**src/rtl/uart_rx_deframer.sv**
```systemverilog
// Receive deframer for the UART transmitter's sendSig/bitstream pair; rebuilds LSB-first words.
// Optional INPUT_SYNC_EN macro adds a 2-flop synchronizer on bs_in and send_sig (+2 cycles latency).
module uart_rx_deframer #(
   parameter int PACKET_SIZE = 16,
   parameter int CYCLE_DIV   = 100,
   parameter int PROP_DELAY  = 0
) (
   input  logic                   clk,
   input  logic                   reset,
   input  logic                   bs_in,
   input  logic                   send_sig,
   input  logic                   data_ack,
   output logic [PACKET_SIZE-1:0] data_out,
   output logic                   data_valid,
   output logic                   busy,
   output logic                   overrun
);
   localparam int TW = $clog2(CYCLE_DIV*(PROP_DELAY+1)) + 1;
   localparam int BW = $clog2(PACKET_SIZE+1);
   localparam logic [TW-1:0] HALF_TICK  = TW'(CYCLE_DIV/2);
   localparam logic [TW-1:0] LAST_TICK  = TW'(CYCLE_DIV-1);
   localparam logic [TW-1:0] DELAY_LAST = TW'((PROP_DELAY > 0) ? PROP_DELAY*CYCLE_DIV-1 : 0);
   localparam logic [BW-1:0] LAST_BIT   = BW'(PACKET_SIZE-1);

   localparam logic [1:0] IDLE  = 2'd0;
   localparam logic [1:0] DELAY = 2'd1;
   localparam logic [1:0] RECV  = 2'd2;

   logic bs_int;
   logic send_int;

`ifdef INPUT_SYNC_EN
   logic [1:0] bs_sync;
   logic [1:0] send_sync;

   always_ff @(posedge clk or posedge reset) begin
      if (reset) begin
         bs_sync   <= 2'b00;
         send_sync <= 2'b00;
      end else begin
         bs_sync   <= {bs_sync[0], bs_in};
         send_sync <= {send_sync[0], send_sig};
      end
   end

   assign bs_int   = bs_sync[1];
   assign send_int = send_sync[1];
`else
   assign bs_int   = bs_in;
   assign send_int = send_sig;
`endif

   logic [1:0]             state;
   logic [TW-1:0]          tick;
   logic [BW-1:0]          bit_cnt;
   logic [PACKET_SIZE-1:0] shift;
   logic                   send_q;
   logic                   start;
   logic                   sample;
   logic                   last_sample;
   logic [PACKET_SIZE:0]   shift_ext;
   logic [PACKET_SIZE-1:0] shift_next;

   assign start       = (state == IDLE) && send_int && !send_q;
   assign sample      = (state == RECV) && (tick == HALF_TICK);
   assign last_sample = sample && (bit_cnt == LAST_BIT);
   assign shift_ext   = {bs_int, shift};
   assign shift_next  = shift_ext[PACKET_SIZE:1];
   assign busy        = (state != IDLE);

   // tick restarts at 1 on the cycle after the edge, so tick counts cycles since T0
   // in DELAY, and cycles since the start of the current bit period in RECV.
   always_ff @(posedge clk or posedge reset) begin
      if (reset) begin
         state   <= IDLE;
         tick    <= '0;
         bit_cnt <= '0;
         shift   <= '0;
         send_q  <= 1'b1;
      end else begin
         send_q <= send_int;
         case (state)
            IDLE: begin
               if (start) begin
                  bit_cnt <= '0;
                  tick    <= TW'(1);
                  state   <= (PROP_DELAY > 0) ? DELAY : RECV;
               end
            end
            DELAY: begin
               if (tick == DELAY_LAST) begin
                  tick  <= '0;
                  state <= RECV;
               end else begin
                  tick <= tick + 1'b1;
               end
            end
            RECV: begin
               tick <= (tick == LAST_TICK) ? '0 : tick + 1'b1;
               if (sample) begin
                  shift   <= shift_next;
                  bit_cnt <= bit_cnt + 1'b1;
                  if (last_sample) begin
                     state <= IDLE;
                  end
               end
            end
            default: state <= IDLE;
         endcase
      end
   end

   // A load in the same cycle as data_ack takes priority over the clear.
   always_ff @(posedge clk or posedge reset) begin
      if (reset) begin
         data_out   <= '0;
         data_valid <= 1'b0;
         overrun    <= 1'b0;
      end else if (last_sample) begin
         data_out   <= shift_next;
         data_valid <= 1'b1;
         if (data_valid && !data_ack) begin
            overrun <= 1'b1;
         end
      end else if (data_ack) begin
         data_valid <= 1'b0;
      end
   end
endmodule
```
**config.mk**
```make
export PLATFORM = sky130hd
export DESIGN_NAME = uart_rx_deframer
export DESIGN_NICKNAME = d
export VERILOG_FILES = /design/src/rtl/uart_rx_deframer.sv
export SDC_FILE = /design/constraint.sdc
export NUM_CORES = 1
export LEC_CHECK = 0
export ABC_CLOCK_PERIOD_IN_PS = 2800
export CAP_MARGIN = 10
export CORE_AREA = 2 2 86 88
export CTS_BUF_LIST = sky130_fd_sc_hd__clkbuf_16
export CTS_CLUSTER_DIAMETER = 150
export CTS_CLUSTER_SIZE = 25
export DETAILED_ROUTE_END_ITERATION = 12
export DIE_AREA = 0 0 88 90
export PLACE_DENSITY = 0.59
export SYNTH_ARGS = -nofsm -noshare
export SYNTH_HDL_FRONTEND = slang
export SYNTH_SLANG_ARGS = --single-unit
```
**constraint.sdc**
```tcl
create_clock -name clk -period 2.8 [get_ports clk]
set_clock_uncertainty 0.1 [all_clocks]
set_input_delay 0.42 -clock clk [delete_from_list [all_inputs] [get_ports clk]]
set_output_delay 0.42 -clock clk [all_outputs]
set_load 0.05 [all_outputs]
```
==> summary.md <==
| Metric | Value |
|---|---|
| Number of synthesized flops with an enable pin | `0` |
| CTS Root Buffer Type | `clkbuf_16` |
| Die height | `around 90 um` |
| FF-to-FF End | `data_out[3]$_DFFE_PP0P_` |
| Routed Antenna Nets | `0` |
| Worst-Margin Slew | `between 0.5 and 0.6 ns` |
| Max-slew violation count | `0` |
| Total number of vias | `1,250` |
| Post-synth top area share | `roughly 57%` |
| Post-DP HPWL | `around 2400 um` |
| Worst-skew pair later-pin latency | `about 0.28 ns` |
| N_diodes | `0` |
| Global-route wire length before repair | `around 6200 um` |
| Crit. Startpoint | `tick[3]$_DFFE_PP0P_` |
| Setup violations, final | `0` |
| Final-layout fill cell count | `between 600 and 700` |
| Synth top area cells | `dfrtp_1, mux2_2, mux2_4` |
| Number of cells after detailed placement | `roughly 280` |
| CP Capture Type | `flop` |
| Final Hold Viols | `0` |
| Synth area leader | `dfrtp_1` |
| Post-synthesis compound-gate area fraction | `roughly 7.5%` |
| Share of cells above drive strength 1 | `25.4%` |
| Clock sinks | `between 40 and 50` |
| Delay-heaviest family, CP | `simple AND/OR/NAND/NOR gates` |
| Rel. slew slack | `64.8%` |
| Setup CP Type | `flop to flop` |
| Iteration count of the initial detailed-routing pass | `4` |
| Hold path endpoint | `overrun$_DFFE_PP0P_` |
| Register share of total power | `between 40 and 50%` |
| Gpl congestion | `between 0.8 and 0.9` |
| Synth Area in XOR/XNOR | `less than 1%` |
| Max-cap violations | `0` |
| Setup TNS Final | `0 ns` |
| Io pins | `24` |
| Hold Crit Class | `flop to flop` |
| Starting Density | `~29%` |
| Total gr overflow | `0` |
| Clock power frac | `between 30% and 40%` |
| Max Freq | `between 400 and 500 MHz` |
| CTS tree | `yes` |
| Depth of the CTS H-tree | `2` |
| Initial antenna violation count | `0` |
| Crit path DAT | `2.50 ns` |
| Flop and latch count out of synthesis | `48` |
| Synth cell types | `34` |
| P_sw | `0.513 mW` |
| Clock Pin Slew Worst Setup and Hold Paths | `around 0.06 ns` |
| Register area share after synthesis | `58.3%` |
| Mux contribution to synthesized area | `18.2%` |
| Largest net degree at the start of global routing | `27` |
| Main combinational cell family by area after synthesis | `multiplexers` |
| Reg2reg start | `tick[3]$_DFFE_PP0P_` |
| Post-CTS Setup Bufs | `0` |
| Drt drc | `0` |
| Clk buf depth | `2` |
| Pwr/cell area | `roughly 730 mW/mm2` |
| Post-synthesis adder-cell area fraction | `under 10%` |
| Post-Synth Simple-Gate Area | `under 10%` |
| Status | `completed` |
| Crit-path slowest cell | `or4_4` |
| Worst VDD drop | `a little under 0.3 mV` |
| Critical-path cell list | `or3_4, or4_4, or2_1, buf_4, mux2_4` |
| Hold Crit Start | `overrun$_DFFE_PP0P_` |
| Die Width | `88 um` |
| RSZ-0062 raised after global routing | `false` |
| Final net count | `193` |
| Max incr delay on CP | `just over 0.6 ns` |
| Cts repair resizes | `0` |
| Placed cell area | `0.00241 mm2` |
| Yosys warning total | `0` |
| Post-Syn Area per Cell | `13.2 um2` |
| Total power | `1.88 mW` |
| CTS Buf Count | `5` |
| Syn_nets | `about 170` |
| Tot GR Track Use | `roughly a tenth` |
| Die ar. | `just under 0.008 mm2` |
| Worst setup SP type | `flop` |
| Core area | `about 0.007 mm2` |
| Routed vias/inst | `~4.4` |
| Prevailing post-synth register cell | `dfrtp_1` |
| Reg2Reg Depth | `5` |
| Non-Filler Instances | `about 280` |
| Fin area | `between 0.002 and 0.003 mm2` |
| Hold_buf cts | `0` |
| R2R setup slack | `between 0.3 and 0.4 ns` |
| Switching Share | `roughly 27%` |
| Int Power | `1.36 mW` |
| Leakage power total | `1.21 nW` |
| Layout area overhead | `24.7%` |
| Routed len/inst | `around 12 um` |
| Mapped Cells | `between 150 and 200` |
| Combinational share of power | `~15%` |
| Final wirelength | `around 3500 um` |
| Cell Rows | `31` |
| Final period util | `between 80% and 90%` |
| Syn Std Cell Area | `0.00206 mm2` |
| Crit path required time | `between 2 and 3 ns` |
| Asr flop ratio synth | `100%` |
| Worst Hold Path Cells | `1` |
| Crit Path Max Fanout | `10` |
| Vias in the first global route | `approximately 1,300` |
| DRT iter0 DRCs | `78` |
| Crit path time final | `between 2 and 2.5 ns` |
| Crit path buf inv count | `1` |
| I/O Buffers | `23` |
## placed cells by master (no fill, tap or decap), types with 2 or more instances in the layout
| master | n |
|---|---|
| a21oi_1 | 4 |
| a31oi_1 | 3 |
| a41oi_1 | 2 |
| and3_1 | 2 |
| buf_4 | 3 |
| clkbuf_16 | 5 |
| clkdlybuf4s50_1 | 23 |
| dfrtp_1 | 47 |
| ha_1 | 4 |
| inv_1 | 8 |
| mux2_2 | 24 |
| mux2_4 | 7 |
| nand2_1 | 8 |
| nand3_1 | 8 |
| nand4_1 | 2 |
| o21ai_0 | 12 |
## how the worst max path moves through the flow
stage,end,slack (ns),cells after the start
after floorplan,data_out[0]$_DFFE_PP0P_,0.36,7
after global placement,data_out[5]$_DFFE_PP0P_,0.42,5
after detailed placement,data_out[3]$_DFFE_PP0P_,0.38,5
after CTS,data_out[3]$_DFFE_PP0P_,0.37,5
after global routing,data_out[0]$_DFFE_PP0P_,0.30,5
final,data_out[3]$_DFFE_PP0P_,0.37,5
## metrics by stage
step                setup slack [ns]  hold WS, ns  utilization (%)
floorplan                      0.357        0.324                -
global placement               0.417        0.383             34.3
detailed placement             0.384        0.375             34.3
CTS                            0.368        0.390             36.7
global route                   0.299        0.427             36.7
finish                         0.370        0.377             36.7
## final cells by class
cell class | count | area, um2 | share of cell area (%)
Tap cell | 99 | 124 | 4.81
Multi-Input combinational cell | 93 | 773 | 30.0
Sequential cell | 48 | 1200 | 46.7
Inverter | 9 | 33.8 | 1.31
Timing Repair Buffer | 27 | 273 | 10.6
Clock inverter | 3 | 42.5 | 1.65
Clock buffer | 5 | 125 | 4.86
## layer usage
metal  global-route usage (%)  vias up  part of all wire (%)
li1                         -      617                     -
met1                     13.7      610                    51
met2                     14.6       17                    43
met3                     2.66        6                   3.6
met4                     4.23        0                   1.7
met5                        0        -                     0
## power groups by stage
| stage | clock (mW) | combinational [mW] | sequential, mW |
|---|---|---|---|
| after floorplan | 0 | 0.224 | 0.911 |
| after global placement | 0 | 0.272 | 0.937 |
| after detailed placement | 0 | 0.276 | 0.943 |
| after CTS | 0.693 | 0.278 | 0.932 |
| after global routing | 0.719 | 0.322 | 0.952 |
| final | 0.670 | 0.273 | 0.933 |
## synth_stat cells (2+ instances only)
master and count:
dfrtp_1 47, mux2_2 24, o21ai_0 12, inv_1 9
nand2_1 8, nand3_1 8, mux2_4 7, a21oi_1 4
ha_1 4, a31oi_1 3, clkbuf_1 3, a41oi_1 2
and3_1 2, buf_6 2, nand4_1 2
## cells by family after synthesis
group                    Yosys count
AO/OA/AOI/OAI                     26
XOR/XNOR                           1
adder cells (fa/ha/maj)            4
buffers and inverters             15
flip-flops                        48
multiplexers                      31
AND/OR/NAND/NOR                   31
## state kept, by name (all words and copies together) (netlist names)
signal,count
tick,8
shift,15
data_out,16
state,1
data_valid,1
send_q,1
bit_cnt,5
overrun,1
(Power assumes the default switching activity.)
